## src/rtl/ghost_mode_scheduler_if.sv

```systemverilog
// Control/status bundle between the ghost mode scheduler and the ghost movers.
// Signal prefixes are from the scheduler's side: i_ = into the scheduler, o_ = out of it.
interface ghost_mode_scheduler_if;
  logic       i_enable;
  logic       i_pelletEaten;
  logic       o_moveTick;
  logic       o_isScatter;
  logic       o_isChase;
  logic       o_isFrightened;
  logic       o_frightFlash;
  logic       o_dirReverse;
  logic [3:0] o_release;
  logic [2:0] o_phaseIdx;

  modport master (
    output i_enable, i_pelletEaten,
    input  o_moveTick, o_isScatter, o_isChase, o_isFrightened,
    input  o_frightFlash, o_dirReverse, o_release, o_phaseIdx
  );

  modport slave (
    input  i_enable, i_pelletEaten,
    output o_moveTick, o_isScatter, o_isChase, o_isFrightened,
    output o_frightFlash, o_dirReverse, o_release, o_phaseIdx
  );
endinterface

```

## src/rtl/ghost_mode_scheduler.sv

```systemverilog
// Shared move tick, scatter/chase phase schedule, frightened timer and staggered
// house release for the four ghosts. Every output is a register.
module ghost_mode_scheduler #(
  parameter int TICK_DIV     = 416_666,
  parameter int SCAT0        = 420,
  parameter int CHASE0       = 1200,
  parameter int SCAT1        = 420,
  parameter int CHASE1       = 1200,
  parameter int SCAT2        = 300,
  parameter int CHASE2       = 1200,
  parameter int SCAT3        = 300,
  parameter int FRIGHT_TICKS = 360,
  parameter int FLASH_TICKS  = 120,
  parameter int REL_BLINKY   = 0,
  parameter int REL_PINKY    = 60,
  parameter int REL_INKY     = 780,
  parameter int REL_CLYDE    = 1020
) (
  input logic                  clk,
  input logic                  reset,
  ghost_mode_scheduler_if.slave bus
);

  localparam int DIV_W = (TICK_DIV > 1) ? $clog2(TICK_DIV) : 1;
  localparam logic [DIV_W-1:0] DIV_TOP = DIV_W'(TICK_DIV - 1);
  localparam logic [11:0] FRIGHT_LD = 12'(FRIGHT_TICKS);
  localparam logic [11:0] FLASH_LIM = 12'(FLASH_TICKS);

  typedef enum logic [2:0] {P0, P1, P2, P3, P4, P5, P6, P7} phase_e;

  phase_e           r_phase, w_phaseNxt;
  logic [11:0]      r_phaseCnt, w_phaseCntNxt;
  logic [DIV_W-1:0] r_divCnt;
  logic             r_moveTick;
  logic             r_isScatter, r_isChase, w_scatterNxt, w_chaseNxt;
  logic             r_isFrightened, w_frightNxt;
  logic [11:0]      r_frightCnt, w_frightCntNxt;
  logic             r_frightFlash, w_flashNxt;
  logic             r_dirReverse, w_revNxt;
  logic [10:0]      r_relCnt, w_relCntNxt;
  logic [3:0]       r_release, w_releaseNxt;
  logic             w_tick, w_phaseRun, w_phaseExp;

  // Last tick count of a phase; P7 never expires so its value is unused.
  function automatic logic [11:0] f_dur_last(input phase_e p);
    case (p)
      P0:      f_dur_last = 12'(SCAT0 - 1);
      P1:      f_dur_last = 12'(CHASE0 - 1);
      P2:      f_dur_last = 12'(SCAT1 - 1);
      P3:      f_dur_last = 12'(CHASE1 - 1);
      P4:      f_dur_last = 12'(SCAT2 - 1);
      P5:      f_dur_last = 12'(CHASE2 - 1);
      P6:      f_dur_last = 12'(SCAT3 - 1);
      default: f_dur_last = 12'hFFF;
    endcase
  endfunction

  function automatic logic [10:0] f_sat_inc(input logic [10:0] v);
    f_sat_inc = (v == 11'h7FF) ? v : v + 11'd1;
  endfunction

  function automatic logic f_reached(input logic [10:0] cnt, input int lim);
    f_reached = (32'(cnt) >= lim);
  endfunction

  assign w_tick     = r_moveTick & bus.i_enable;
  assign w_phaseRun = w_tick & ~r_isFrightened & (r_phase != P7);
  assign w_phaseExp = w_phaseRun & (r_phaseCnt == f_dur_last(r_phase));

  // Phase FSM: state register
  always_ff @(posedge clk) begin
    if (reset) begin
      r_phase    <= P0;
      r_phaseCnt <= '0;
    end else begin
      r_phase    <= w_phaseNxt;
      r_phaseCnt <= w_phaseCntNxt;
    end
  end

  // Phase FSM: next state
  always_comb begin
    w_phaseNxt    = r_phase;
    w_phaseCntNxt = r_phaseCnt;
    if (w_phaseExp) begin
      w_phaseNxt    = phase_e'(r_phase + 3'd1);
      w_phaseCntNxt = '0;
    end else if (w_phaseRun) begin
      w_phaseCntNxt = r_phaseCnt + 12'd1;
    end
  end

  // Phase FSM: output decode (registered below with the other outputs)
  always_comb begin
    w_scatterNxt = ~w_phaseNxt[0];
    w_chaseNxt   = w_phaseNxt[0];
  end

  // A pellet always wins over the countdown, so a repeat pellet simply reloads.
  always_comb begin
    w_frightNxt    = r_isFrightened;
    w_frightCntNxt = r_frightCnt;
    if (bus.i_pelletEaten) begin
      w_frightNxt    = 1'b1;
      w_frightCntNxt = FRIGHT_LD;
    end else if (r_isFrightened && w_tick) begin
      if (r_frightCnt <= 12'd1) begin
        w_frightNxt    = 1'b0;
        w_frightCntNxt = '0;
      end else begin
        w_frightCntNxt = r_frightCnt - 12'd1;
      end
    end
  end

  always_comb begin
    w_flashNxt   = w_frightNxt && (w_frightCntNxt <= FLASH_LIM);
    w_revNxt     = (bus.i_pelletEaten | w_phaseExp) & ~r_dirReverse;
    w_relCntNxt  = w_tick ? f_sat_inc(r_relCnt) : r_relCnt;
    w_releaseNxt = r_release | {f_reached(w_relCntNxt, REL_CLYDE),
                                f_reached(w_relCntNxt, REL_INKY),
                                f_reached(w_relCntNxt, REL_PINKY),
                                f_reached(w_relCntNxt, REL_BLINKY)};
  end

  always_ff @(posedge clk) begin
    if (reset) begin
      r_divCnt       <= '0;
      r_moveTick     <= 1'b0;
      r_isScatter    <= 1'b1;
      r_isChase      <= 1'b0;
      r_isFrightened <= 1'b0;
      r_frightCnt    <= '0;
      r_frightFlash  <= 1'b0;
      r_dirReverse   <= 1'b0;
      r_relCnt       <= '0;
      r_release      <= 4'b0000;
    end else begin
      r_divCnt       <= (r_divCnt == DIV_TOP) ? '0 : r_divCnt + 1'b1;
      r_moveTick     <= (r_divCnt == DIV_TOP);
      r_isScatter    <= w_scatterNxt;
      r_isChase      <= w_chaseNxt;
      r_isFrightened <= w_frightNxt;
      r_frightCnt    <= w_frightCntNxt;
      r_frightFlash  <= w_flashNxt;
      r_dirReverse   <= w_revNxt;
      r_relCnt       <= w_relCntNxt;
      r_release      <= w_releaseNxt;
    end
  end

  assign bus.o_moveTick     = r_moveTick;
  assign bus.o_isScatter    = r_isScatter;
  assign bus.o_isChase      = r_isChase;
  assign bus.o_isFrightened = r_isFrightened;
  assign bus.o_frightFlash  = r_frightFlash;
  assign bus.o_dirReverse   = r_dirReverse;
  assign bus.o_release      = r_release;
  assign bus.o_phaseIdx     = r_phase;

endmodule

```

## src/flat_wrapper.sv

```systemverilog
// flat-port wrapper written by rule: the top's interface ports become plain ports
module ghost_mode_scheduler_flat 
#(
  parameter int TICK_DIV     = 416_666,
  parameter int SCAT0        = 420,
  parameter int CHASE0       = 1200,
  parameter int SCAT1        = 420,
  parameter int CHASE1       = 1200,
  parameter int SCAT2        = 300,
  parameter int CHASE2       = 1200,
  parameter int SCAT3        = 300,
  parameter int FRIGHT_TICKS = 360,
  parameter int FLASH_TICKS  = 120,
  parameter int REL_BLINKY   = 0,
  parameter int REL_PINKY    = 60,
  parameter int REL_INKY     = 780,
  parameter int REL_CLYDE    = 1020
)
  (clk, reset, bus_i_enable, bus_i_pelletEaten, bus_o_moveTick, bus_o_isScatter, bus_o_isChase, bus_o_isFrightened, bus_o_frightFlash, bus_o_dirReverse, bus_o_release, bus_o_phaseIdx);
  ghost_mode_scheduler_if bus_i ();
  input logic clk;
  input logic reset;
  input wire logic [$bits(bus_i.i_enable)-1:0] bus_i_enable;
  input wire logic [$bits(bus_i.i_pelletEaten)-1:0] bus_i_pelletEaten;
  output wire logic [$bits(bus_i.o_moveTick)-1:0] bus_o_moveTick;
  output wire logic [$bits(bus_i.o_isScatter)-1:0] bus_o_isScatter;
  output wire logic [$bits(bus_i.o_isChase)-1:0] bus_o_isChase;
  output wire logic [$bits(bus_i.o_isFrightened)-1:0] bus_o_isFrightened;
  output wire logic [$bits(bus_i.o_frightFlash)-1:0] bus_o_frightFlash;
  output wire logic [$bits(bus_i.o_dirReverse)-1:0] bus_o_dirReverse;
  output wire logic [$bits(bus_i.o_release)-1:0] bus_o_release;
  output wire logic [$bits(bus_i.o_phaseIdx)-1:0] bus_o_phaseIdx;
  assign bus_i.i_enable = bus_i_enable;
  assign bus_i.i_pelletEaten = bus_i_pelletEaten;
  assign bus_o_moveTick = bus_i.o_moveTick;
  assign bus_o_isScatter = bus_i.o_isScatter;
  assign bus_o_isChase = bus_i.o_isChase;
  assign bus_o_isFrightened = bus_i.o_isFrightened;
  assign bus_o_frightFlash = bus_i.o_frightFlash;
  assign bus_o_dirReverse = bus_i.o_dirReverse;
  assign bus_o_release = bus_i.o_release;
  assign bus_o_phaseIdx = bus_i.o_phaseIdx;
  ghost_mode_scheduler #(.TICK_DIV(TICK_DIV), .SCAT0(SCAT0), .CHASE0(CHASE0), .SCAT1(SCAT1), .CHASE1(CHASE1), .SCAT2(SCAT2), .CHASE2(CHASE2), .SCAT3(SCAT3), .FRIGHT_TICKS(FRIGHT_TICKS), .FLASH_TICKS(FLASH_TICKS), .REL_BLINKY(REL_BLINKY), .REL_PINKY(REL_PINKY), .REL_INKY(REL_INKY), .REL_CLYDE(REL_CLYDE)) u_core (.clk(clk), .reset(reset), .bus(bus_i));
endmodule
```

## config.mk

```make
export PLATFORM = sky130hd
export DESIGN_NAME = ghost_mode_scheduler_flat
export DESIGN_NICKNAME = d
export VERILOG_FILES = /design/src/rtl/ghost_mode_scheduler_if.sv /design/src/rtl/ghost_mode_scheduler.sv /design/src/flat_wrapper.sv
export SDC_FILE = /design/constraint.sdc
export NUM_CORES = 1
export LEC_CHECK = 0
export ABC_CLOCK_PERIOD_IN_PS = 4800
export CAP_MARGIN = 20
export CORE_ASPECT_RATIO = 1.1
export CORE_MARGIN = 4
export CORE_UTILIZATION = 68
export DETAILED_ROUTE_END_ITERATION = 6
export DONT_BUFFER_PORTS = 1
export PLACE_DENSITY = 0.94
export SYNTH_ARGS = -nofsm -noshare
export SYNTH_HDL_FRONTEND = slang
export SYNTH_SLANG_ARGS = --single-unit
```

## constraint.sdc

```tcl
create_clock -name clk -period 4.8 [get_ports clk]
set_input_delay 1.44 -clock clk [delete_from_list [all_inputs] [get_ports clk]]
set_output_delay 1.44 -clock clk [all_outputs]
set_load 0.05 [all_outputs]
```

==> results.json <==
{
  "status": "finished clean",
  "dp_cells": 452,
  "combPwrFrac_pct": 2.5,
  "post-dp-hpwl_microns": 4928,
  "synthTopCellsByCount": "dfxtp_1, nor2_1, nand3_1",
  "cts_hold_buf": 0,
  "dr.first_iter.drc_count": 333,
  "rows": 26,
  "p_leak_nw": 1.256,
  "ios": 17,
  "drc_errors": 0,
  "worstSetupPathType": "reg2reg",
  "synthesis.area_sq_um": 3402,
  "timing.setup.tns_ps": 0,
  "rsz0062_at_grt": "false",
  "htree_levels": 3,
  "critPathMaxStageDelay_ps": 1080,
  "port_buffers": 0,
  "firstDrtPassIters": 5,
  "overflow": 0,
  "post-route-util_pct": 76.66,
  "p_per_area_nw_per_um2": 303.1,
  "hold_viol": 0,
  "startpoint_type": "flip-flop",
  "max_slew_margin_pct": 23.72,
  "finalHoldWorstSlack_ps": 492.8,
  "post_cts_buffers": 0,
  "cts_root_buffer": "clkbuf_8",
  "async_flop_share_pct": 0,
  "cts_resized": 0,
  "antenna_found_initial": 0,
  "grt_pass1_wl_microns": 12210,
  "first_global_vias": 2734,
  "setup_ws_ps": 1384,
  "synth_warnings": 0,
  "p_int_uw": 867.9,
  "start_util_pct": 71.63,
  "crit_chain": "inv_1, ha_1, or3b_2, or4_1, and3_1, o21ai_2, nor2_1",
  "vdd_drop_max_mv": 0.2277,
  "cts_buffer_depth": 2,
  "final_cells": 467,
  "ant_nets": 0,
  "switching_share_pct": 21.34,
  "regArea_sq_um": 1321,
  "tritoncts": "built",
  "cts_buffers": 9,
  "fp.dieW_microns": 75.44,
  "arrival_ps": 3620,
  "ys_types": 56,
  "crit_fanout": 12,
  "final_layout_size_suffix_gt1_share_pct": 6.326,
  "endpoint_kind": "flip-flop",
  "vias_per_cell": 6.450,
  "cts.sinks": 66,
  "synth_seq_cells": 66,
  "n_antenna_cell": 0,
  "nNetsFinal": 422,
  "drv_slew": 0,
  "max_freq_ghz": 0.2927,
  "setup_violations": 0,
  "hold_path_class": "reg2reg",
  "period_needed_ps": 3416,
  "fin_skew_ps": 6.197,
  "grt_max_degree": 24,
  "syn-instance-count": 409,
  "avgSynthCellArea_sq_um": 8.318,
  "period_share_pct": 71.18,
  "finalPower_mw": 1.103,
  "worst_slew_pin_slew_ps": 1143,
  "vias": 3012,
  "pwr-share-seq_pct": 51.4,
  "worst_path_max_delay_cell": "dfxtp_1",
  "globalplace.congestion": 0.9311,
  "synth-edff-count": 0,
  "post_drt_wl_per_cell_microns": 15.70,
  "grt_use_total_pct": 25.15,
  "clockPowerShare_pct": 46.0,
  "dp_slack_ps": 1421,
  "die-area_sq_um": 6200,
  "synth_top_area_share_pct": 38.84,
  "switchingPower_uw": 235.5,
  "crit_required_ps": 5000,
  "place_area_sq_um": 3425,
  "cp.buffers_inverters": 1,
  "ys.flop_type": "dfxtp_1",
  "clk_pin_slew_ps": 70,
  "critPathTopFamily": "simple AND/OR/NAND/NOR gates",
  "synth_nets": 424,
  "insertion_delay_ps": 340,
  "routed_wl_microns": 7334,
  "yosys.area.top_type": "dfxtp_1",
  "yosysSeqAreaShare_pct": 38.84,
  "multi_input_area_sq_um": 1973,
  "nFillCells": 320,
  "area_growth_pct": 7.025,
  "core_sq_um": 4750,
  "die_h_microns": 82.19,
  "cap_violations": 0,
  "synth_area_leaders": "dfxtp_1, nor2_1, xnor2_1, xor2_1, ha_1",
  "final_cell_area_sq_um": 3641
}
[power groups by stage]
stage               registers [mW]  clock network (mW)  logic [mW]
floorplan                    0.578                   0      0.0253
global placement             0.579                   0      0.0257
detailed placement           0.580                   0      0.0274
CTS                          0.567               0.514      0.0278
global route                 0.568               0.538      0.0312
finish                       0.567               0.508      0.0280
[metal layers]
| metal | part of all wire, % | GRT usage, % |
|---|---|---|
| met1 | 44 | 31.76 |
| met2 | 48 | 40.07 |
| met3 | 6.4 | 4.722 |
| met4 | 2.1 | 13.81 |
| met5 | 0 | 0 |
[worst paths after layout]
| check | cells past startpoint | slack (ps) | from | to |
|---|---|---|---|---|
| max | 7 | 1380 | u_core.bus.o_isChase$_SDFF_PP0_ | u_core.r_phaseCnt[3]$_SDFFE_PP0P_ |
| min | 1 | 490 | u_core.r_divCnt[0]$_SDFF_PP0_ | u_core.r_divCnt[0]$_SDFF_PP0_ |
| min reg2reg | 1 | 490 | u_core.r_divCnt[0]$_SDFF_PP0_ | u_core.r_divCnt[0]$_SDFF_PP0_ |
| max reg2reg | 7 | 1380 | u_core.bus.o_isChase$_SDFF_PP0_ | u_core.r_phaseCnt[3]$_SDFFE_PP0P_ |
[sequential cells by signal, indices dropped and copies added, names as in the netlist]
name,count
u_core.r_phaseCnt,12
u_core.r_divCnt,19
u_core.bus.o_release,4
u_core.r_relCnt,11
u_core.bus.o_phaseIdx,2
u_core.bus.o_isScatter,1
u_core.bus.o_isFrightened,1
u_core.bus.o_frightFlash,1
u_core.bus.o_moveTick,1
u_core.r_frightCnt,12
u_core.bus.o_isChase,1
u_core.bus.o_dirReverse,1
[layout make-up]
class | count | share of cell area (%)
multi-input cells | 317 | 54.19
flip-flops and latches | 66 | 36.29
clock buffers | 10 | 3.780
clock inverters | 5 | 2.165
well taps | 56 | 1.924
inverters | 11 | 1.134
repair buffers | 2 | 0.5155
[cells in the final DEF (no fill, tap or decap), types with 3 or more instances in the layout]
cell type	instances
a2111oi_0	3
a211oi_1	6
a21o_1	3
a21oi_1	18
a31oi_1	5
and2_1	6
and3_1	10
and4_1	4
clkbuf_8	10
dfxtp_1	66
ha_1	11
inv_1	10
nand2_1	22
nand3_1	23
nand4_1	15
nor2_1	66
nor2b_1	3
nor3_1	22
nor4_1	8
nor4b_1	3
o211ai_1	3
o21a_1	3
o21ai_0	9
o31ai_1	3
xnor2_1	21
xor2_1	19
[logic make-up (layout without fill, tap and decap cells)]
kind of cell / after synthesis / count (layout) / synth area share [%]
mux: 1 / 1 / 0.2942
simple gates: 198 / 198 / 30.05
flops: 66 / 66 / 38.84
compound gates: 67 / 67 / 13.31
buf+inv: 26 / 28 / 3.163
fa+ha+maj: 11 / 11 / 4.046
xor+xnor: 40 / 40 / 10.30
Power figures use the tool's default switching activity.
